--- config.mk ---
export PLATFORM = sky130hd
export DESIGN_NAME = mesh_unloader
export DESIGN_NICKNAME = d
export VERILOG_FILES = /design/src/rtl/mesh_unloader.sv
export SDC_FILE = /design/constraint.sdc
export NUM_CORES = 1
export LEC_CHECK = 0
export ABC_AREA = 1
export ABC_CLOCK_PERIOD_IN_PS = 6380
export BUFFER_PORTS_ARGS = -buffer_cell sky130_fd_sc_hd__buf_4
export CAP_MARGIN = 20
export CORE_UTILIZATION = 52
export DETAILED_ROUTE_END_ITERATION = 12
export PLACE_DENSITY = 0.89
export SLEW_MARGIN = 20
export SYNTH_ARGS = -nofsm -noshare
export SYNTH_HDL_FRONTEND = slang
export SYNTH_SLANG_ARGS = --single-unit
--- constraint.sdc ---
create_clock -name clk -period 6.38 [get_ports clk]
set_input_delay 0.638 -clock clk [delete_from_list [all_inputs] [get_ports clk]]
set_output_delay 0.638 -clock clk [all_outputs]
set_load 0.03 [all_outputs]
--- src/rtl/mesh_unloader.sv ---
// Streams words 0..N-1 out of the result RAM onto a valid/ready stream,
// absorbing the 1-cycle RAM read latency in a small credit-controlled FIFO.
module mesh_unloader #(
  parameter int AW         = 9,
  parameter int DW         = 32,
  parameter int FIFO_DEPTH = 2
) (
  input  logic          clk,
  input  logic          rst,
  input  logic          start,
  input  logic [AW:0]   word_count,
  output logic          ram_en,
  output logic [AW-1:0] ram_a,
  output logic [3:0]    ram_we,
  output logic [DW-1:0] ram_di,
  input  logic [DW-1:0] ram_do,
  output logic          m_valid,
  input  logic          m_ready,
  output logic [DW-1:0] m_data,
  output logic          m_last,
  output logic          busy,
  output logic          done
);

  localparam int PW = (FIFO_DEPTH > 1) ? $clog2(FIFO_DEPTH) : 1;
  localparam int CW = $clog2(FIFO_DEPTH + 1);
  localparam logic [AW:0] MAX_WORDS = {1'b1, {AW{1'b0}}};

  typedef enum logic [1:0] {S_IDLE, S_READ, S_DRAIN, S_FIN} state_t;

  state_t          state_q, state_d;
  logic [AW:0]     n_q;
  logic [AW:0]     issue_cnt_q;
  logic [AW:0]     n_in;
  logic            rd_valid_q, rd_last_q;
  logic [DW-1:0]   mem [FIFO_DEPTH];
  logic [FIFO_DEPTH-1:0] last_bits_q;
  logic [PW-1:0]   wr_ptr_q, rd_ptr_q;
  logic [CW-1:0]   count_q;
  logic            busy_q, done_q;
  logic            pop, push, issue, last_issue, credit;
  int              count_after;

  function automatic logic [PW-1:0] ptr_inc(input logic [PW-1:0] p);
    return (int'(p) == FIFO_DEPTH - 1) ? '0 : p + 1'b1;
  endfunction

  assign m_valid = (count_q != '0);
  assign m_data  = mem[rd_ptr_q];
  assign m_last  = m_valid & last_bits_q[rd_ptr_q];
  assign pop     = m_valid & m_ready;
  assign push    = rd_valid_q;
  assign n_in    = (word_count > MAX_WORDS) ? MAX_WORDS : word_count;

  // Credit must see this cycle's pop to sustain 1 word/cycle with two
  // entries, so the read strobe is decoded from registered state plus pop.
  assign count_after = int'(count_q) + int'(rd_valid_q) - int'(pop);
  assign credit      = (count_after < FIFO_DEPTH);
  assign last_issue  = (issue_cnt_q == n_q - 1'b1);
  assign issue       = (state_q == S_READ) && credit && !rst;

  assign ram_en = issue;
  assign ram_a  = issue_cnt_q[AW-1:0];
  assign ram_we = '0;
  assign ram_di = '0;
  assign busy   = busy_q;
  assign done   = done_q;

  always_comb begin
    state_d = state_q;
    case (state_q)
      S_IDLE:  if (start) state_d = (n_in == '0) ? S_DRAIN : S_READ;
      S_READ:  if (issue && last_issue) state_d = S_DRAIN;
      S_DRAIN: if (count_after == 0) state_d = S_FIN;
      S_FIN:   state_d = S_IDLE;
      default: state_d = S_IDLE;
    endcase
  end

  always_ff @(posedge clk) begin
    if (rst) begin
      state_q     <= S_IDLE;
      n_q         <= '0;
      issue_cnt_q <= '0;
      rd_valid_q  <= 1'b0;
      rd_last_q   <= 1'b0;
      last_bits_q <= '0;
      wr_ptr_q    <= '0;
      rd_ptr_q    <= '0;
      count_q     <= '0;
      busy_q      <= 1'b0;
      done_q      <= 1'b0;
    end else begin
      state_q <= state_d;
      busy_q  <= (state_d == S_READ) || (state_d == S_DRAIN);
      done_q  <= (state_d == S_FIN);
      if (state_q == S_IDLE && start) begin
        n_q         <= n_in;
        issue_cnt_q <= '0;
      end else if (issue) begin
        issue_cnt_q <= issue_cnt_q + 1'b1;
      end
      rd_valid_q <= issue;
      rd_last_q  <= issue && last_issue;
      if (push) begin
        mem[wr_ptr_q]         <= ram_do;
        last_bits_q[wr_ptr_q] <= rd_last_q;
        wr_ptr_q              <= ptr_inc(wr_ptr_q);
      end
      if (pop) rd_ptr_q <= ptr_inc(rd_ptr_q);
      count_q <= CW'(count_after);
    end
  end

endmodule

## After elaboration in Yosys (flattened, before gate mapping)

Memory sizes are Yosys's and may differ from the RTL's. A register that Yosys moved wholly into a read port is not among the register bits.
Cells that the tools add are included.

- Add/sub/neg operators: 6
- Mux-type cells: 18
- Eq/ne operators: 7
- Reductions and logical operators: 12
- $lt $le $gt $ge: 5
- Bitwise operators: 2

Operator list:

| operator | count |
|---|---|
| 32-bit zero test | 1 |
| 10-bit by 1-bit adder with 10-bit output (second input constant) | 1 |
| 10-bit equality test | 1 |
| 10-bit greater-than comparator (second input constant) | 1 |
| 10-bit zero test | 1 |
| 1-bit 2-to-1 mux | 10 |
| 10-bit 2-to-1 mux | 1 |
| 10-bit by 1-bit subtractor with 10-bit output (second input constant) | 1 |
| 2-bit equality test (second input constant) | 4 |
| 2-bit 2-to-1 mux | 4 |
| 2-bit one-hot mux with 4 select lines | 1 |
| 1-bit logical AND | 5 |
| 2-bit by 1-bit equality test with 1-bit output (second input constant) | 2 |
| 1-bit by 2-bit < comparator with 1-bit output (second input constant) | 2 |
| 4-bit by 3-bit < comparator with 1-bit output (second input constant) | 1 |
| 3-bit by 1-bit subtractor with 4-bit output | 1 |
| 2-bit by 1-bit adder with 3-bit output | 1 |
| 1-bit adder (second input constant) | 2 |
| 1-bit AND | 2 |
| 2-bit bitwise mux | 1 |
| 2-bit zero test | 1 |
| 2-bit nonzero test | 1 |
| 2-bit OR reduction | 1 |
| 1-bit demux with 1-bit select | 1 |
| 3 further kinds | 3 |

- Bits of input ports: 46
- Memories: 1
- Logic and storage cells: 62
- RAM bits: 64
- Flip-flop bits (word level): 32

Memory list:

| name | depth | width | rd ports | clocked after memory_dff | write ports | line | RTL |
|---|---|---|---|---|---|---|---|
| mem | 2 | 32 | 1 | 1 | 1 | 36 | `logic [DW-1:0] mem [FIFO_DEPTH];` |

## Longest topological paths before layout

Gate-level depths: netlist (run 1).

- Depth after elaboration: 11
- Mapped depth: 25
- Depth with buffers taken out: 25

## Worst setup path before layout (run 1)

OpenSTA, ideal clock, no wires.

- Kind: input-to-reg
- Start: input port m_ready
- End: register busy_q, in the netlist busy
- Cell stages on the path: 21
- Library setup time: 118 ps
- Data arrival time: 2907 ps
- Slack: 3355 ps
- Path buffers: 0
- Cells stage by stage: inv_1 nor2_1 nand2_1 nand2_1 ha_1 inv_1 fa_1 nand3_1 nand2_2 nand3_4 clkinv_2 nand2_1 nor2_2 nand2_2 nand2_1 nand2_1 nand2_2 inv_1 ha_1 inv_1 nor2_1

- Word-level cells in the longest chain between the ends: 10

RTL lines:

| what | line | RTL |
|---|---|---|
| start, declared | 18 | `input logic m_ready,` |
| 1-bit AND (*) | 51 | `assign pop = m_valid & m_ready;` |
| 3-bit by 1-bit subtractor with 4-bit output (*) | 57 | `assign count_after = int'(count_q) + int'(rd_valid_q) - int'(pop);` |
| 4-bit by 3-bit < comparator with 1-bit output (*) | 58 | `assign credit = (count_after < FIFO_DEPTH);` |
| 1-bit logical AND (*) (2 in a row) | 60 | `assign issue = (state_q == S_READ) && credit && !rst;` |
| named net ram_en | 12 | `output logic ram_en,` |
| 1-bit logical AND (*) | 73 | `S_READ: if (issue && last_issue) state_d = S_DRAIN;` |
| 2-bit 2-to-1 mux (*) | 73 |  |
| 2-bit one-hot mux with 4 select lines (*) | 71 | `case (state_q)` |
| 2-bit by 1-bit equality test with 1-bit output or 2-bit equality test (tied branches) | 95 | `busy_q <= (state_d == S_READ) \|\| (state_d == S_DRAIN);` |
| 1-bit logical OR (*) | 95 |  |
| end signal, assigned | 95 |  |
| end, declared | 40 | `logic busy_q, done_q;` |

The timed path passes the listed nets; every way through them passes the cells marked *.
A chain may end at the register's enable or synchronous reset.

## Worst setup path in the final report (run 1)

- Start: register count_q[1]
- End: output port ram_en

- Word-level cells in the longest chain between the ends: 6

RTL lines:

| what | line | RTL |
|---|---|---|
| start, declared | 39 | `logic [CW-1:0] count_q;` |
| start signal, assigned | 111 | `count_q <= CW'(count_after);` |
| branches (longest 2 deep; another with 2-bit by 1-bit adder with 3-bit output) | -- |  |
| 3-bit by 1-bit subtractor with 4-bit output (*) | 57 |  |
| 4-bit by 3-bit < comparator with 1-bit output (*) | 58 |  |
| 1-bit logical AND (*) (2 in a row) | 60 |  |
| end, declared | 12 |  |

Every way passes the cells marked *.

==> flow_summary.html, run 1 <==
<table>
<tr><th>Metric</th><th>Value</th></tr>
<tr><th colspan="2">Clock tree</th></tr>
<tr><td>CTS resizes</td><td>0</td></tr>
<tr><td>Clock transition at the register clock pins on the worst setup and hold paths after CTS</td><td>0.10 ns</td></tr>
<tr><td>Number of buffers added to fix hold violations after cts</td><td>0</td></tr>
<tr><td>CTS HTree Levels</td><td>3</td></tr>
<tr><td>CTS tree</td><td>done</td></tr>
<tr><td>Num Clock Sinks</td><td>97</td></tr>
<tr><td>Clk Tree Root Cell</td><td>sky130_fd_sc_hd__clkbuf_8</td></tr>
<tr><td>Setup bufs post-CTS</td><td>0</td></tr>
<tr><td>Clock latency on the worst-skew pair</td><td>between 0.3 and 0.4 ns</td></tr>
<tr><td>Clock buffer count from CTS</td><td>9</td></tr>
<tr><td>Max Root-Sink Buffers</td><td>2</td></tr>
<tr><th colspan="2">STA</th></tr>
<tr><td>RSZ-0062 raised after global routing</td><td>no</td></tr>
<tr><td>Final setup violation count</td><td>0</td></tr>
<tr><td>Largest clock skew in the final design</td><td>roughly 0.011 ns</td></tr>
<tr><td>Hold Vio Cnt, Final</td><td>0</td></tr>
<tr><td>Count of final max-slew check failures</td><td>0</td></tr>
<tr><td>Slew headroom</td><td>0.635</td></tr>
<tr><td>Final period utilization</td><td>0.531</td></tr>
<tr><td>Actual slew at the worst max-slew pin</td><td>0.546 ns</td></tr>
<tr><td>PnR worst setup slack</td><td>2.99 ns</td></tr>
<tr><td>Max Fclk</td><td>295 MHz</td></tr>
<tr><td>Post-route setup TNS</td><td>0 ns</td></tr>
<tr><td>Final period demand of the worst path</td><td>3.39 ns</td></tr>
<tr><th colspan="2">Layout</th></tr>
<tr><td>Area Overhead vs Synth</td><td>17.4%</td></tr>
<tr><td>Number of inserted filler cells in the final layout</td><td>657</td></tr>
<tr><td>Net count, final</td><td>563</td></tr>
<tr><td>Fraction of layout cells with a size suffix above 1</td><td>0.321</td></tr>
<tr><td>Final antenna diode count</td><td>0</td></tr>
<tr><th colspan="2">Synth</th></tr>
<tr><td>Register area share after synthesis</td><td>0.574</td></tr>
<tr><td>Synth top area cells</td><td>sky130_fd_sc_hd__edfxtp_1, sky130_fd_sc_hd__dfxtp_1, sky130_fd_sc_hd__buf_4</td></tr>
<tr><td>Fraction of post-synthesis cell area in the top cell type by area</td><td>0.427</td></tr>
<tr><td>Number of synthesis warnings</td><td>0</td></tr>
<tr><td>Distinct cells, synth</td><td>37</td></tr>
<tr><td>Mean instance size in the synthesized netlist</td><td>10.6 um2</td></tr>
<tr><td>Synthesized netlist cell count</td><td>~420</td></tr>
<tr><td>Largest area contributor in the netlist</td><td>sky130_fd_sc_hd__edfxtp_1</td></tr>
<tr><td>Combined area of all synthesized cells</td><td>4500 um2</td></tr>
<tr><td>Flip-flop and latch count after synthesis</td><td>97</td></tr>
<tr><th colspan="2">Power and ir drop</th></tr>
<tr><td>Leakage power total</td><td>approximately 0.0022 uW</td></tr>
<tr><td>Worst IR drop on VDD</td><td>0.127 mV</td></tr>
<tr><td>Total power consumption of the routed design</td><td>1590 uW</td></tr>
<tr><td>Power density over the cells</td><td>300 nW/um2</td></tr>
<tr><th colspan="2">Critical path</th></tr>
<tr><td>Max FO, Critical Path</td><td>8</td></tr>
<tr><td>Required @ worst endpoint</td><td>5.74 ns</td></tr>
<tr><td>Critical path capture point type</td><td>output pin</td></tr>
<tr><td>Critical path cell sequence</td><td>inv_2 -&gt; nand2_4 -&gt; inv_1 -&gt; nor2_1 -&gt; nand2_1 -&gt; nand2_1 -&gt; ha_1 -&gt; inv_1 -&gt; fa_1 -&gt; nand3_1 -&gt; nand2_2 -&gt; nand3_4 -&gt; clkinv_2 -&gt; buf_4</td></tr>
<tr><td>Maximum cell stage delay along the critical path</td><td>0.54 ns</td></tr>
<tr><td>Arrival time reported for the critical path endpoint</td><td>approximately 2.8 ns</td></tr>
<tr><td>Critical-path top delay cell</td><td>sky130_fd_sc_hd__fa_1</td></tr>
<tr><td>Path type of the worst setup path</td><td>reg -&gt; out</td></tr>
<tr><td>Nature of the critical path startpoint</td><td>register</td></tr>
<tr><th colspan="2">Floorplan</th></tr>
<tr><td>Starting utilization of the core area</td><td>0.542</td></tr>
<tr><td>I/O pin total</td><td>~130</td></tr>
<tr><td>Floorplan core area</td><td>8300 um2</td></tr>
<tr><td>DIE AREA</td><td>between 9000 and 10000 um2</td></tr>
<tr><td>Total number of placement rows</td><td>33</td></tr>
<tr><td>Die width</td><td>95.0 um</td></tr>
<tr><td>Vertical die dimension</td><td>95.0 um</td></tr>
<tr><th colspan="2">Worst hold path</th></tr>
<tr><td>Classification of the worst-slack hold path</td><td>in -&gt; reg</td></tr>
<tr><th colspan="2">Status</th></tr>
<tr><td>Result of the run</td><td>finished, final reports clean</td></tr>
<tr><th colspan="2">Global route</th></tr>
<tr><td>Wire length of the first global-routing pass</td><td>13.3 mm</td></tr>
<tr><td>Via count of the first global-routing pass</td><td>between 2000 and 3000</td></tr>
<tr><td>Pin count of the biggest net entering global routing</td><td>33</td></tr>
<tr><td>GR Util All Layers</td><td>0.194</td></tr>
<tr><td>GR Overflow Total</td><td>0</td></tr>
<tr><td>Initial antenna violation count</td><td>0</td></tr>
<tr><th colspan="2">Route</th></tr>
<tr><td>Iteration-0 DRC count of the detailed router</td><td>around 110</td></tr>
<tr><td>Post-detailed-route DRC marker count</td><td>0</td></tr>
<tr><td>Number of vias per cell after detailed routing</td><td>4.88</td></tr>
<tr><td>ANT nets after route</td><td>0</td></tr>
<tr><td>Vias after detailed routing</td><td>3036</td></tr>
<tr><td>Total Wirelength</td><td>8.61 mm</td></tr>
<tr><td>Detailed-router iteration count before antenna repair</td><td>4</td></tr>
<tr><td>Wire per inst</td><td>between 10 and 15 um</td></tr>
<tr><th colspan="2">Place</th></tr>
<tr><td>Post-placement worst setup slack</td><td>3.09 ns</td></tr>
<tr><td>Global placer's final weighted congestion</td><td>0.869</td></tr>
<tr><td>Sum of net half-perimeters after detailed placement</td><td>roughly 6.4 mm</td></tr>
<tr><td>Count of input and output buffers</td><td>91</td></tr>
<tr><th colspan="2">Job</th></tr>
<tr><td>Max-capacitance violation count</td><td>0</td></tr>
</table>
[power by group]
| part | internal [uW] | switching (uW) |
|---|---|---|
| Clock | 145 | 217 |
| Combinational | 182 | 309 |
| Sequential | 713 | 22.1 |
| Total | 1040 | 548 |
[synthesized netlist by cell type]
cell type,n
sky130_fd_sc_hd__a21oi_1,14
sky130_fd_sc_hd__a32o_1,1
sky130_fd_sc_hd__a41oi_1,1
sky130_fd_sc_hd__buf_2,5
sky130_fd_sc_hd__buf_4,45
sky130_fd_sc_hd__clkbuf_1,1
sky130_fd_sc_hd__clkinv_1,1
sky130_fd_sc_hd__clkinv_2,1
sky130_fd_sc_hd__conb_1,1
sky130_fd_sc_hd__dfxtp_1,33
sky130_fd_sc_hd__edfxtp_1,64
sky130_fd_sc_hd__fa_1,1
sky130_fd_sc_hd__ha_1,4
sky130_fd_sc_hd__inv_1,39
sky130_fd_sc_hd__inv_2,5
sky130_fd_sc_hd__mux2_1,3
sky130_fd_sc_hd__mux2_2,29
sky130_fd_sc_hd__mux2i_1,1
sky130_fd_sc_hd__nand2_1,65
sky130_fd_sc_hd__nand2_2,5
sky130_fd_sc_hd__nand2_4,1
sky130_fd_sc_hd__nand3_1,19
sky130_fd_sc_hd__nand3_2,1
sky130_fd_sc_hd__nand3_4,1
sky130_fd_sc_hd__nand3b_1,3
sky130_fd_sc_hd__nand4_1,2
sky130_fd_sc_hd__nand4_2,1
sky130_fd_sc_hd__nor2_1,35
sky130_fd_sc_hd__nor2_2,7
sky130_fd_sc_hd__nor3_1,5
sky130_fd_sc_hd__nor3_2,1
sky130_fd_sc_hd__o21ai_0,15
sky130_fd_sc_hd__o21ai_1,1
sky130_fd_sc_hd__o21ai_2,2
sky130_fd_sc_hd__o22ai_1,3
sky130_fd_sc_hd__xnor2_1,4
sky130_fd_sc_hd__xor2_1,3
[final timing paths]
kind / from / endpoint / slack [ns] / cells after the start
worst max-delay path: count_q[1]$_SDFF_PP0_ / ram_en / 2.99 / 14
worst min-delay path: ram_do[28] / mem[0][28]$_DFFE_PP_ / 0.46 / 1
worst max register to register: count_q[1]$_SDFF_PP0_ / busy$_SDFF_PP0_ / 3.24 / 23
worst min register to register: last_bits_q[1]$_SDFFE_PP0P_ / last_bits_q[1]$_SDFFE_PP0P_ / 0.46 / 2
[metrics by stage]
step / area [um2] / std cells / utilization / hold WS [ns]
after floorplan: 4630 / 458 / - / 0.429
after global placement: 5110 / 606 / 0.615 / 0.455
after detailed placement: 5110 / 606 / 0.615 / 0.453
after CTS: 5290 / 622 / 0.637 / 0.451
after global routing: 5290 / 622 / 0.637 / 0.438
final: 5290 / 622 / 0.637 / 0.465
[worst max-delay path: cells and delay by family, from the launching register on]
| kind | cells | cell delay [ns] |
|---|---|---|
| buffers and inverters | 5 | 0.50 |
| adder cells (fa/ha/maj) | 2 | 0.70 |
| flip-flops | 1 | 0.43 |
| AND/OR/NAND/NOR | 7 | 0.78 |
[routing by layer]
| layer | vias to the layer above | GRT usage | share of wire |
|---|---|---|---|
| li1 | 1510 | - | - |
| met1 | 1408 | 0.234 | 0.43 |
| met2 | 107 | 0.342 | 0.50 |
| met3 | 11 | 0.0447 | 0.066 |
| met4 | 0 | 0.0606 | 0.012 |
| met5 | - | 0 | 0 |
[cell usage in the layout, fill, tap and decap left out, types with 2 or more instances in the layout]
cell | Yosys | final
sky130_fd_sc_hd__buf_4 | 45 | 94
sky130_fd_sc_hd__nand4_1 | 2 | 2
sky130_fd_sc_hd__o22ai_1 | 3 | 3
sky130_fd_sc_hd__mux2_1 | 3 | 3
sky130_fd_sc_hd__conb_1 | 1 | 36
sky130_fd_sc_hd__ha_1 | 4 | 4
sky130_fd_sc_hd__o21ai_2 | 2 | 2
sky130_fd_sc_hd__xor2_1 | 3 | 3
sky130_fd_sc_hd__a21oi_1 | 14 | 14
sky130_fd_sc_hd__clkinv_2 | 1 | 3
sky130_fd_sc_hd__nand2_1 | 65 | 65
sky130_fd_sc_hd__xnor2_1 | 4 | 4
sky130_fd_sc_hd__nand2_2 | 5 | 5
sky130_fd_sc_hd__o21ai_0 | 15 | 15
sky130_fd_sc_hd__clkbuf_8 | 0 | 9
sky130_fd_sc_hd__nand3_1 | 19 | 19
sky130_fd_sc_hd__inv_1 | 39 | 39
sky130_fd_sc_hd__nor2_1 | 35 | 33
sky130_fd_sc_hd__clkinvlp_4 | 0 | 2
sky130_fd_sc_hd__edfxtp_1 | 64 | 64
sky130_fd_sc_hd__mux2_2 | 29 | 29
sky130_fd_sc_hd__dfxtp_1 | 33 | 33
sky130_fd_sc_hd__nor2_2 | 7 | 9
sky130_fd_sc_hd__nand3b_1 | 3 | 3
sky130_fd_sc_hd__inv_2 | 5 | 5
sky130_fd_sc_hd__nor3_1 | 5 | 5
[logic make-up (layout without fill, tap and decap cells)]
kind of cell	Yosys count	after routing	synth area share
XOR/XNOR	7	7	0.0136
other	1	36	0.000833
AND/OR/NAND/NOR	146	146	0.148
flip-flops	97	97	0.574
adder cells (fa/ha/maj)	5	5	0.0156
buffers and inverters	97	156	0.120
multiplexers	33	33	0.0823
AO/OA/AOI/OAI	37	37	0.0456
[sequential cells by signal, summed over array words and instances (netlist names), 2 cells and up, named ones only]
| name | cells |
|---|---|
| count_q | 2 |
| last_bits_q | 2 |
| mem | 64 |
| issue_cnt_q | 10 |
| state_q | 2 |
| n_q | 10 |
[layout make-up]
type	count	area, um2	area share
flip-flops and latches	97	2580	0.489
well taps	105	131	0.0249
clock inverters	7	53.8	0.0102
clock buffers	9	124	0.0234
repair buffers	94	706	0.134
multi-input cells	264	1510	0.286
inverters	46	174	0.0329
No activity file was read; power rests on OpenSTA's default activity.
==> run 2: changes to the inputs <==
--- a/config.mk
+++ b/config.mk
@@ -6,7 +6,7 @@
 export NUM_CORES = 1
 export LEC_CHECK = 0
 export ABC_AREA = 1
-export ABC_CLOCK_PERIOD_IN_PS = 6380
+export ABC_CLOCK_PERIOD_IN_PS = 3240
 export BUFFER_PORTS_ARGS = -buffer_cell sky130_fd_sc_hd__buf_4
 export CAP_MARGIN = 20
 export CORE_UTILIZATION = 52
==> constraint.sdc (replaced) <==
create_clock -name clk -period 3.24 [get_ports clk]
set_input_delay 0.324 -clock clk [delete_from_list [all_inputs] [get_ports clk]]
set_output_delay 0.324 -clock clk [all_outputs]
set_load 0.03 [all_outputs]
==> run 2 against run 1 <==
Against the previous run: design area up 0.38%; total power up 99%; global-route usage about the same; first-iteration DRC count up 8.4%; final cell count did not move; worst setup slack worse by 2.7 ns; sequential power up 97%; utilization increased by 0.24 points; highest routed layer unchanged.
==> flow_summary.html, run 2 (synthesized netlist as in run 1, its figures left out) <==
<table>
<tr><th>Metric</th><th>Value</th></tr>
<tr><th colspan="2">Route</th></tr>
<tr><td>Post-detailed-route DRC marker count</td><td>0 (unchanged)</td></tr>
<tr><td>Number of vias per cell after detailed routing</td><td>4.96 (+1.7%)</td></tr>
<tr><td>Wire per inst</td><td>14.0 um (+1.3%)</td></tr>
<tr><td>Vias after detailed routing</td><td>3088 (+1.7%)</td></tr>
<tr><td>Iteration-0 DRC count of the detailed router</td><td>116 (+8.4%)</td></tr>
<tr><td>Detailed-router iteration count before antenna repair</td><td>4 (unchanged)</td></tr>
<tr><td>Total Wirelength</td><td>8.73 mm (+1.3%)</td></tr>
<tr><td>ANT nets after route</td><td>0 (unchanged)</td></tr>
<tr><th colspan="2">Place</th></tr>
<tr><td>Sum of net half-perimeters after detailed placement</td><td>6.43 mm (+0.96%)</td></tr>
<tr><td>Total placed instance area</td><td>5110 um2 (unchanged)</td></tr>
<tr><td>Count of input and output buffers</td><td>91 (unchanged)</td></tr>
<tr><td>Global placer's final weighted congestion</td><td>0.884 (+1.7%)</td></tr>
<tr><th colspan="2">Power and ir drop</th></tr>
<tr><td>Combinational share of power</td><td>0.307 (-0.002)</td></tr>
<tr><td>Design internal power</td><td>2060 uW (+98%)</td></tr>
<tr><td>Switching share of total power</td><td>0.348 (+0.00270)</td></tr>
<tr><td>Total power consumption of the routed design</td><td>3160 uW (+99%)</td></tr>
<tr><td>Worst IR drop on VDD</td><td>0.237 mV (+87%)</td></tr>
<tr><td>Reported net switching power</td><td>1100 uW (+100%)</td></tr>
<tr><td>Leakage power total</td><td>0.00221 uW (+0.33%)</td></tr>
<tr><td>Power density over the cells</td><td>595 nW/um2 (+98%)</td></tr>
<tr><td>Share of power burned in the clock network</td><td>0.234 (+0.006)</td></tr>
<tr><td>Sequential fraction of design power</td><td>0.460 (-0.003)</td></tr>
<tr><th colspan="2">Floorplan</th></tr>
<tr><td>Starting utilization of the core area</td><td>0.542 (unchanged)</td></tr>
<tr><td>Floorplan core area</td><td>8300 um2 (unchanged)</td></tr>
<tr><td>Total number of placement rows</td><td>33 (unchanged)</td></tr>
<tr><td>Die width</td><td>95.0 um (unchanged)</td></tr>
<tr><td>I/O pin total</td><td>128 (unchanged)</td></tr>
<tr><td>Vertical die dimension</td><td>95.0 um (unchanged)</td></tr>
<tr><td>DIE AREA</td><td>9030 um2 (unchanged)</td></tr>
<tr><th colspan="2">Layout</th></tr>
<tr><td>Multi-input combinational cell area</td><td>1520 um2 (+0.17%)</td></tr>
<tr><td>Final antenna diode count</td><td>0 (unchanged)</td></tr>
<tr><td>Cell area after layout</td><td>5310 um2 (+0.38%)</td></tr>
<tr><td>Area occupied by registers</td><td>2590 um2 (+0.15%)</td></tr>
<tr><td>Fraction of layout cells with a size suffix above 1</td><td>0.325 (+0.00387)</td></tr>
<tr><td>Top Registers</td><td>mem (64), issue_cnt_q (10), n_q (10)</td></tr>
<tr><td>Most frequent standard cell in the layout excluding fill and tap cells</td><td>sky130_fd_sc_hd__buf_4</td></tr>
<tr><td>Number of inserted filler cells in the final layout</td><td>656 (-0.15%)</td></tr>
<tr><td>Area Overhead vs Synth</td><td>17.9%</td></tr>
<tr><td>Net count, final</td><td>563 (unchanged)</td></tr>
<tr><td>Largest register FFs</td><td>64 (unchanged)</td></tr>
<tr><td>Largest register by flop count</td><td>mem</td></tr>
<tr><td>Most frequent cells in the layout</td><td>sky130_fd_sc_hd__buf_4, sky130_fd_sc_hd__nand2_1, sky130_fd_sc_hd__edfxtp_1</td></tr>
<tr><th colspan="2">Critical path</th></tr>
<tr><td>Critical path capture point type</td><td>register</td></tr>
<tr><td>Arrival time reported for the critical path endpoint</td><td>3.24 ns (+0.49 ns)</td></tr>
<tr><td>Nature of the critical path startpoint</td><td>register</td></tr>
<tr><td>Critical-path top delay cell</td><td>sky130_fd_sc_hd__fa_1</td></tr>
<tr><td>Required @ worst endpoint</td><td>3.49 ns (-2.25 ns)</td></tr>
<tr><td>Path type of the worst setup path</td><td>reg -&gt; reg</td></tr>
<tr><td>Internal reg-to-reg setup slack</td><td>0.25 ns (-2.99 ns)</td></tr>
<tr><td>Maximum cell stage delay along the critical path</td><td>0.53 ns (about the same)</td></tr>
<tr><td>Critical path cell sequence</td><td>inv_2 -&gt; nand2_4 -&gt; inv_1 -&gt; nor2_2 -&gt; nand2_1 -&gt; nand2_1 -&gt; ha_1 -&gt; inv_1 -&gt; fa_1 -&gt; nand3_1 -&gt; nand2_2 -&gt; nand3_4 -&gt; inv_4 -&gt; nand2_1 -&gt; nor2_2 -&gt; nand2_2 -&gt; nand2_1 -&gt; nand2_1 -&gt; nand2_2 -&gt; inv_1 -&gt; ha_1 -&gt; inv_1 -&gt; nor2_1</td></tr>
<tr><td>Most common cell on crit path</td><td>sky130_fd_sc_hd__nand2_1</td></tr>
<tr><td>Max FO, Critical Path</td><td>8 (unchanged)</td></tr>
<tr><td>Worst path bufs/invs</td><td>6 (+1)</td></tr>
<tr><td>Cell family with most CP delay</td><td>simple AND/OR/NAND/NOR gates</td></tr>
<tr><th colspan="2">Status</th></tr>
<tr><td>Result of the run</td><td>finished, final reports clean</td></tr>
<tr><th colspan="2">Clock tree</th></tr>
<tr><td>CTS HTree Levels</td><td>3 (unchanged)</td></tr>
<tr><td>Clock transition at the register clock pins on the worst setup and hold paths after CTS</td><td>0.10 ns (about the same)</td></tr>
<tr><td>Num Clock Sinks</td><td>97 (unchanged)</td></tr>
<tr><td>Clock buffer count from CTS</td><td>9 (unchanged)</td></tr>
<tr><td>Clock latency on the worst-skew pair</td><td>0.35 ns (about the same)</td></tr>
<tr><td>Max Root-Sink Buffers</td><td>2 (unchanged)</td></tr>
<tr><td>Setup bufs post-CTS</td><td>0 (unchanged)</td></tr>
<tr><td>CTS tree</td><td>done</td></tr>
<tr><td>CTS resizes</td><td>0 (unchanged)</td></tr>
<tr><td>Number of buffers added to fix hold violations after cts</td><td>0 (unchanged)</td></tr>
<tr><td>Clk Tree Root Cell</td><td>sky130_fd_sc_hd__clkbuf_8</td></tr>
<tr><th colspan="2">STA</th></tr>
<tr><td>Largest clock skew in the final design</td><td>0.0130 ns (+0.00246 ns)</td></tr>
<tr><td>Count of final max-slew check failures</td><td>0 (unchanged)</td></tr>
<tr><td>Actual slew at the worst max-slew pin</td><td>0.630 ns (+0.0837 ns)</td></tr>
<tr><td>Final period utilization</td><td>0.924</td></tr>
<tr><td>Final setup violation count</td><td>0 (unchanged)</td></tr>
<tr><td>Final period demand of the worst path</td><td>approximately 3 ns</td></tr>
<tr><td>Max Fclk</td><td>334 MHz</td></tr>
<tr><td>Hold Vio Cnt, Final</td><td>0 (unchanged)</td></tr>
<tr><td>Slew headroom</td><td>0.578 (-0.0560)</td></tr>
<tr><th colspan="2">Global route</th></tr>
<tr><td>GR Overflow Total</td><td>0 (unchanged)</td></tr>
<tr><td>Pin count of the biggest net entering global routing</td><td>33 (unchanged)</td></tr>
<tr><td>Wire length of the first global-routing pass</td><td>13.2 mm (-0.52%)</td></tr>
<tr><td>Initial antenna violation count</td><td>0 (unchanged)</td></tr>
<tr><td>Via count of the first global-routing pass</td><td>2904 (+1.3%)</td></tr>
<tr><td>GR Util All Layers</td><td>0.193 (-0.000489)</td></tr>
<tr><th colspan="2">Worst hold path</th></tr>
<tr><td>Classification of the worst-slack hold path</td><td>in -&gt; reg</td></tr>
<tr><th colspan="2">Job</th></tr>
<tr><td>Max-capacitance violation count</td><td>0 (unchanged)</td></tr>
</table>
==> run 2: cell count changes in the layout (fill, tap and decap cells not counted), sizes merged <==
| cell | delta |
|---|---|
| clkinv | +1 |
| clkinvlp | -1 |
==> run 2: cell type report <==
class                      count  area share
clock buffer                   9      0.0233
clock inverter                 7      0.0125
inverter                      46      0.0330
multi-input combinational    264       0.286
sequential                    97       0.487
tap                          105      0.0248
timing repair buffer          94       0.133
==> run 2: worst paths after layout <==
kind	from	to	depth (start not counted)
worst max-delay path	count_q[1]$_SDFF_PP0_	busy$_SDFF_PP0_	23
worst max register to register	count_q[1]$_SDFF_PP0_	busy$_SDFF_PP0_	23
worst min register to register	last_bits_q[1]$_SDFFE_PP0P_	last_bits_q[1]$_SDFFE_PP0P_	2
worst min-delay path	ram_do[4]	mem[0][4]$_DFFE_PP_	1
==> run 2: routing by layer <==
metal,wire length (um),GRT usage
met1,3620,0.226
met2,4450,0.348
met3,597,0.0367
met4,62,0.0783
met5,0,0
==> run 2: power groups by stage <==
| stage | sequential [uW] | combinational (uW) | clock [uW] |
|---|---|---|---|
| final | 1450 | 969 | 738 |
| after global routing | 1460 | 1050 | 792 |
| after CTS | 1450 | 966 | 750 |
| after detailed placement | 1480 | 959 | 0 |
| after global placement | 1470 | 939 | 0 |
| after floorplan | 1470 | 720 | 0 |
==> run 2: through the flow <==
step                      instances  worst slack (ns)   util  setup TNS, ns  hold slack (ns)
final                           622             0.246  0.639              0            0.146
after global routing            622           -0.0330  0.639        -0.0330            0.127
after CTS                       622             0.116  0.638              0            0.126
after detailed placement        606             0.164  0.615              0            0.461
after global placement          606             0.315  0.615              0            0.453
after floorplan                 458             0.264      -              0            0.423
==> run 3: changes to the inputs <==
--- a/config.mk
+++ b/config.mk
@@ -5,11 +5,13 @@
 export SDC_FILE = /design/constraint.sdc
 export NUM_CORES = 1
 export LEC_CHECK = 0
-export ABC_AREA = 1
 export ABC_CLOCK_PERIOD_IN_PS = 3240
 export BUFFER_PORTS_ARGS = -buffer_cell sky130_fd_sc_hd__buf_4
 export CAP_MARGIN = 20
-export CORE_UTILIZATION = 52
+export CELL_PAD_IN_SITES_DETAIL_PLACEMENT = 1
+export CELL_PAD_IN_SITES_GLOBAL_PLACEMENT = 1
+export CORE_ASPECT_RATIO = 0.6
+export CORE_UTILIZATION = 41
 export DETAILED_ROUTE_END_ITERATION = 12
 export PLACE_DENSITY = 0.89
 export SLEW_MARGIN = 20
==> run 3 against run 2 <==
Against the previous run: wire length increased by 18%; utilization down 11 points; combinational power up 19%; total power increased by 14%; critical path depth fell by 7; worst hold slack better by 0.019 ns; die area rose by 25%; worst setup slack got worse by 0.085 ns; sequential share of layout area fell by 1.2 points; critical path type unchanged; largest power group unchanged.
==> flow_summary.html, run 3 <==
<table>
<tr><th>Metric</th><th>Value</th></tr>
<tr><th colspan="2">Worst hold path</th></tr>
<tr><td>Startpoint of the worst hold path</td><td>ram_do[28]</td></tr>
<tr><td>Classification of the worst-slack hold path</td><td>in -&gt; reg</td></tr>
<tr><th colspan="2">Layout</th></tr>
<tr><td>Area Overhead vs Synth</td><td>22.8%</td></tr>
<tr><td>Final antenna diode count</td><td>0 (unchanged)</td></tr>
<tr><td>Largest register by flop count</td><td>mem</td></tr>
<tr><td>Net count, final</td><td>497 (-12%)</td></tr>
<tr><td>Number of inserted filler cells in the final layout</td><td>1078 (+64%)</td></tr>
<tr><td>Most frequent standard cell in the layout excluding fill and tap cells</td><td>sky130_fd_sc_hd__buf_4</td></tr>
<tr><td>Top Registers</td><td>mem (64), issue_cnt_q (10), n_q (10)</td></tr>
<tr><td>Cell area after layout</td><td>5440 um2 (+2.6%)</td></tr>
<tr><td>Largest register FFs</td><td>64 (unchanged)</td></tr>
<tr><td>Fraction of layout cells with a size suffix above 1</td><td>0.375 (+0.0498)</td></tr>
<tr><td>Most frequent cells in the layout</td><td>sky130_fd_sc_hd__buf_4, sky130_fd_sc_hd__edfxtp_1, sky130_fd_sc_hd__conb_1</td></tr>
<tr><th colspan="2">STA</th></tr>
<tr><td>Final period utilization</td><td>0.951 (+0.0263)</td></tr>
<tr><td>Count of final max-slew check failures</td><td>0 (unchanged)</td></tr>
<tr><td>Slew headroom</td><td>0.523 (-0.0550)</td></tr>
<tr><td>Actual slew at the worst max-slew pin</td><td>0.713 ns (+0.0833 ns)</td></tr>
<tr><td>Hold Vio Cnt, Final</td><td>0 (unchanged)</td></tr>
<tr><td>Post-route setup TNS</td><td>0 ns (unchanged)</td></tr>
<tr><td>Final setup violation count</td><td>0 (unchanged)</td></tr>
<tr><td>Final period demand of the worst path</td><td>3.08 ns (+0.0853 ns)</td></tr>
<tr><td>Max Fclk</td><td>325 MHz (-2.8%)</td></tr>
<tr><td>Largest clock skew in the final design</td><td>0.00726 ns (-0.00577 ns)</td></tr>
<tr><th colspan="2">Synth</th></tr>
<tr><td>Dominant cell by count in the synthesized netlist</td><td>sky130_fd_sc_hd__edfxtp_1</td></tr>
<tr><td>Mean instance size in the synthesized netlist</td><td>12.5 um2 (+17%)</td></tr>
<tr><td>Synth top area cells</td><td>sky130_fd_sc_hd__edfxtp_1, sky130_fd_sc_hd__dfxtp_1, sky130_fd_sc_hd__mux2_2</td></tr>
<tr><td>Distinct cells, synth</td><td>56 (+51%)</td></tr>
<tr><td>Flip-flop and latch count after synthesis</td><td>97 (unchanged)</td></tr>
<tr><td>Register area share after synthesis</td><td>0.583 (+0.00875)</td></tr>
<tr><td>Number of synthesis warnings</td><td>0 (unchanged)</td></tr>
<tr><td>Synthesized netlist cell count</td><td>355 (-16%)</td></tr>
<tr><td>Most frequent cells after synthesis</td><td>sky130_fd_sc_hd__edfxtp_1, sky130_fd_sc_hd__buf_4, sky130_fd_sc_hd__dfxtp_1</td></tr>
<tr><td>Proportion of synthesized flip-flops having asynchronous set or reset</td><td>0 (unchanged)</td></tr>
<tr><td>Post-synth EDFFs</td><td>64 (unchanged)</td></tr>
<tr><td>Combined area of all synthesized cells</td><td>4430 um2 (-1.5%)</td></tr>
<tr><td>Predominant post-synthesis flop cell</td><td>sky130_fd_sc_hd__edfxtp_1</td></tr>
<tr><td>Fraction of post-synthesis cell area in the top cell type by area</td><td>0.434 (+0.00651)</td></tr>
<tr><td>Largest area contributor in the netlist</td><td>sky130_fd_sc_hd__edfxtp_1</td></tr>
<tr><th colspan="2">Power and ir drop</th></tr>
<tr><td>Leakage power total</td><td>0.00214 uW (-3.4%)</td></tr>
<tr><td>Power density over the cells</td><td>661 nW/um2 (+11%)</td></tr>
<tr><td>Worst IR drop on VDD</td><td>0.395 mV (+67%)</td></tr>
<tr><th colspan="2">Critical path</th></tr>
<tr><td>Maximum cell stage delay along the critical path</td><td>0.38 ns (-0.15 ns)</td></tr>
<tr><td>Most common cell on crit path</td><td>sky130_fd_sc_hd__xnor2_2</td></tr>
<tr><td>Internal reg-to-reg setup slack</td><td>0.16 ns (-0.09 ns)</td></tr>
<tr><td>Critical-path top delay cell</td><td>sky130_fd_sc_hd__dfxtp_4</td></tr>
<tr><td>Start of the worst register-to-register path</td><td>count_q[1]$_SDFF_PP0_</td></tr>
<tr><td>Required @ worst endpoint</td><td>3.47 ns (-0.02 ns)</td></tr>
<tr><td>Critical path endpoint</td><td>busy$_SDFF_PP0_</td></tr>
<tr><td>Nature of the critical path startpoint</td><td>register</td></tr>
<tr><td>Max FO, Critical Path</td><td>5 (-3)</td></tr>
<tr><td>Critical path capture point type</td><td>register</td></tr>
<tr><td>Path type of the worst setup path</td><td>reg -&gt; reg</td></tr>
<tr><td>Critical path cell sequence</td><td>nor2_4 -&gt; inv_2 -&gt; nand2_2 -&gt; xnor2_2 -&gt; ha_2 -&gt; inv_1 -&gt; fa_2 -&gt; xnor2_2 -&gt; a2bb2oi_1 -&gt; buf_4 -&gt; nor3_4 -&gt; o2111ai_2 -&gt; nor4_4 -&gt; or2_1 -&gt; ha_1 -&gt; nor2b_1</td></tr>
<tr><td>Worst reg2reg path depth</td><td>16 (-30%)</td></tr>
<tr><td>Arrival time reported for the critical path endpoint</td><td>3.31 ns (+0.07 ns)</td></tr>
<tr><td>End of the worst register-to-register path</td><td>busy$_SDFF_PP0_</td></tr>
<tr><td>Setup crit start</td><td>count_q[1]$_SDFF_PP0_</td></tr>
<tr><th colspan="2">Global route</th></tr>
<tr><td>GR Util All Layers</td><td>0.188 (-0.00533)</td></tr>
<tr><td>Initial antenna violation count</td><td>0 (unchanged)</td></tr>
<tr><td>Pin count of the biggest net entering global routing</td><td>33 (unchanged)</td></tr>
<tr><td>Via count of the first global-routing pass</td><td>3025 (+4.2%)</td></tr>
<tr><td>Wire length of the first global-routing pass</td><td>15.4 mm (+16%)</td></tr>
<tr><td>GR Overflow Total</td><td>0 (unchanged)</td></tr>
<tr><th colspan="2">Clock tree</th></tr>
<tr><td>CTS tree</td><td>done</td></tr>
<tr><td>Clock buffer count from CTS</td><td>9 (unchanged)</td></tr>
<tr><td>Num Clock Sinks</td><td>97 (unchanged)</td></tr>
<tr><td>Clock latency on the worst-skew pair</td><td>0.34 ns (about the same)</td></tr>
<tr><td>Clock transition at the register clock pins on the worst setup and hold paths after CTS</td><td>0.07 ns (-0.03 ns)</td></tr>
<tr><td>Clk Tree Root Cell</td><td>sky130_fd_sc_hd__clkbuf_16</td></tr>
<tr><td>CTS HTree Levels</td><td>3 (unchanged)</td></tr>
<tr><td>Max Root-Sink Buffers</td><td>2 (unchanged)</td></tr>
<tr><th colspan="2">Job</th></tr>
<tr><td>Max-capacitance violation count</td><td>0 (unchanged)</td></tr>
<tr><th colspan="2">Place</th></tr>
<tr><td>Total placed instance area</td><td>5100 um2 (-0.15%)</td></tr>
<tr><td>Sum of net half-perimeters after detailed placement</td><td>7.56 mm (+18%)</td></tr>
<tr><td>Global placer's final weighted congestion</td><td>0.893 (+1.0%)</td></tr>
<tr><td>Count of input and output buffers</td><td>91 (unchanged)</td></tr>
<tr><th colspan="2">Route</th></tr>
<tr><td>Vias after detailed routing</td><td>2966 (-4.0%)</td></tr>
<tr><td>ANT nets after route</td><td>0 (unchanged)</td></tr>
<tr><td>Post-detailed-route DRC marker count</td><td>0 (unchanged)</td></tr>
<tr><td>Iteration-0 DRC count of the detailed router</td><td>109 (-6.0%)</td></tr>
<tr><td>Total Wirelength</td><td>10.3 mm (+18%)</td></tr>
<tr><td>Number of vias per cell after detailed routing</td><td>5.06 (+1.9%)</td></tr>
<tr><td>Wire per inst</td><td>17.6 um (+25%)</td></tr>
<tr><td>Detailed-router iteration count before antenna repair</td><td>4 (unchanged)</td></tr>
<tr><th colspan="2">Floorplan</th></tr>
<tr><td>Die width</td><td>136 um (+43%)</td></tr>
<tr><td>Vertical die dimension</td><td>82.5 um (-13%)</td></tr>
<tr><td>Total number of placement rows</td><td>28 (-15%)</td></tr>
<tr><td>Floorplan core area</td><td>10200 um2 (+23%)</td></tr>
<tr><td>I/O pin total</td><td>128 (unchanged)</td></tr>
<tr><td>Starting utilization of the core area</td><td>0.435 (-0.107)</td></tr>
<tr><td>DIE AREA</td><td>11200 um2 (+25%)</td></tr>
<tr><th colspan="2">Status</th></tr>
<tr><td>Result of the run</td><td>finished, final reports clean</td></tr>
</table>
run 3: stage by stage:
| stage | setup slack [ns] | power, uW | utilization | hold WS (ns) | instances |
|---|---|---|---|---|---|
| finish | 0.160 | 3600 | 0.534 | 0.165 | 586 |
| global route | -0.0138 | 3740 | 0.534 | 0.152 | 586 |
| CTS | 0.00179 | 3630 | 0.533 | 0.150 | 585 |
| detailed placement | -0.110 | 2570 | 0.500 | 0.462 | 567 |
| global placement | 0.180 | 2530 | 0.500 | 0.451 | 567 |
| floorplan | -0.117 | 2230 | - | 0.423 | 390 |
run 3: metal layers:
layer,up-vias,global-route usage,routed length (um)
met4,0,0.0767,177
li1,1387,-,-
met3,15,0.0391,674
met5,-,0,0
met1,1454,0.238,4560
met2,110,0.317,4890
run 3: how the worst min path moves through the flow:
stage,cells after the start,to,slack (ns)
after floorplan,0,mem[0][0]$_DFFE_PP_,0.42
after global placement,2,last_bits_q[1]$_SDFFE_PP0P_,0.45
after detailed placement,2,last_bits_q[1]$_SDFFE_PP0P_,0.46
after CTS,1,mem[1][13]$_DFFE_PP_,0.15
after global routing,1,mem[0][28]$_DFFE_PP_,0.15
final,1,mem[0][28]$_DFFE_PP_,0.16
run 3: timing repair:
action / in CTS / in global routing
endpoints found under the setup margin: 5 / 4
gates resized for setup: 10 / 2
buffers inserted: 2 / 1
pin swaps: 3 / 2
hold buffers: 0 / 0
run 3: logic make-up (layout without fill, tap and decap cells):
family	Yosys count	in the layout	share of synthesized area
compound gates	35	35	0.0567
flops	97	97	0.583
fa+ha+maj	5	5	0.0158
simple gates	101	101	0.125
mux	36	36	0.0903
buf+inv	62	123	0.0931
other cells	1	36	0.000846
xor+xnor	18	18	0.0356
run 3: final cells by class:
class,instances,area (um2),area share
Clock inverter,6,45.0,0.00828
Tap cell,135,169,0.0310
Inverter,5,18.8,0.00345
Clock buffer,10,229,0.0421
Sequential cell,97,2590,0.475
Timing Repair Buffer,102,766,0.141
Multi-Input combinational cell,231,1630,0.299
run 3: critical path: cells and delay by family (launching register included):
family	cells	cell delay (ns)
AND/OR/NAND/NOR	6	0.96
buffers and inverters	3	0.26
flip-flops	1	0.38
XOR/XNOR	2	0.32
AO/OA/AOI/OAI	2	0.23
adder cells (fa/ha/maj)	3	0.82
run 3: power by group:
group / switching, uW / leakage, uW / total, uW / internal [uW]
clock: 463 / 0.000125 / 985 / 522
sequential: 58.5 / 0.000847 / 1460 / 1400
combinational: 666 / 0.00117 / 1150 / 484
total: 1190 / 0.00214 / 3600 / 2410
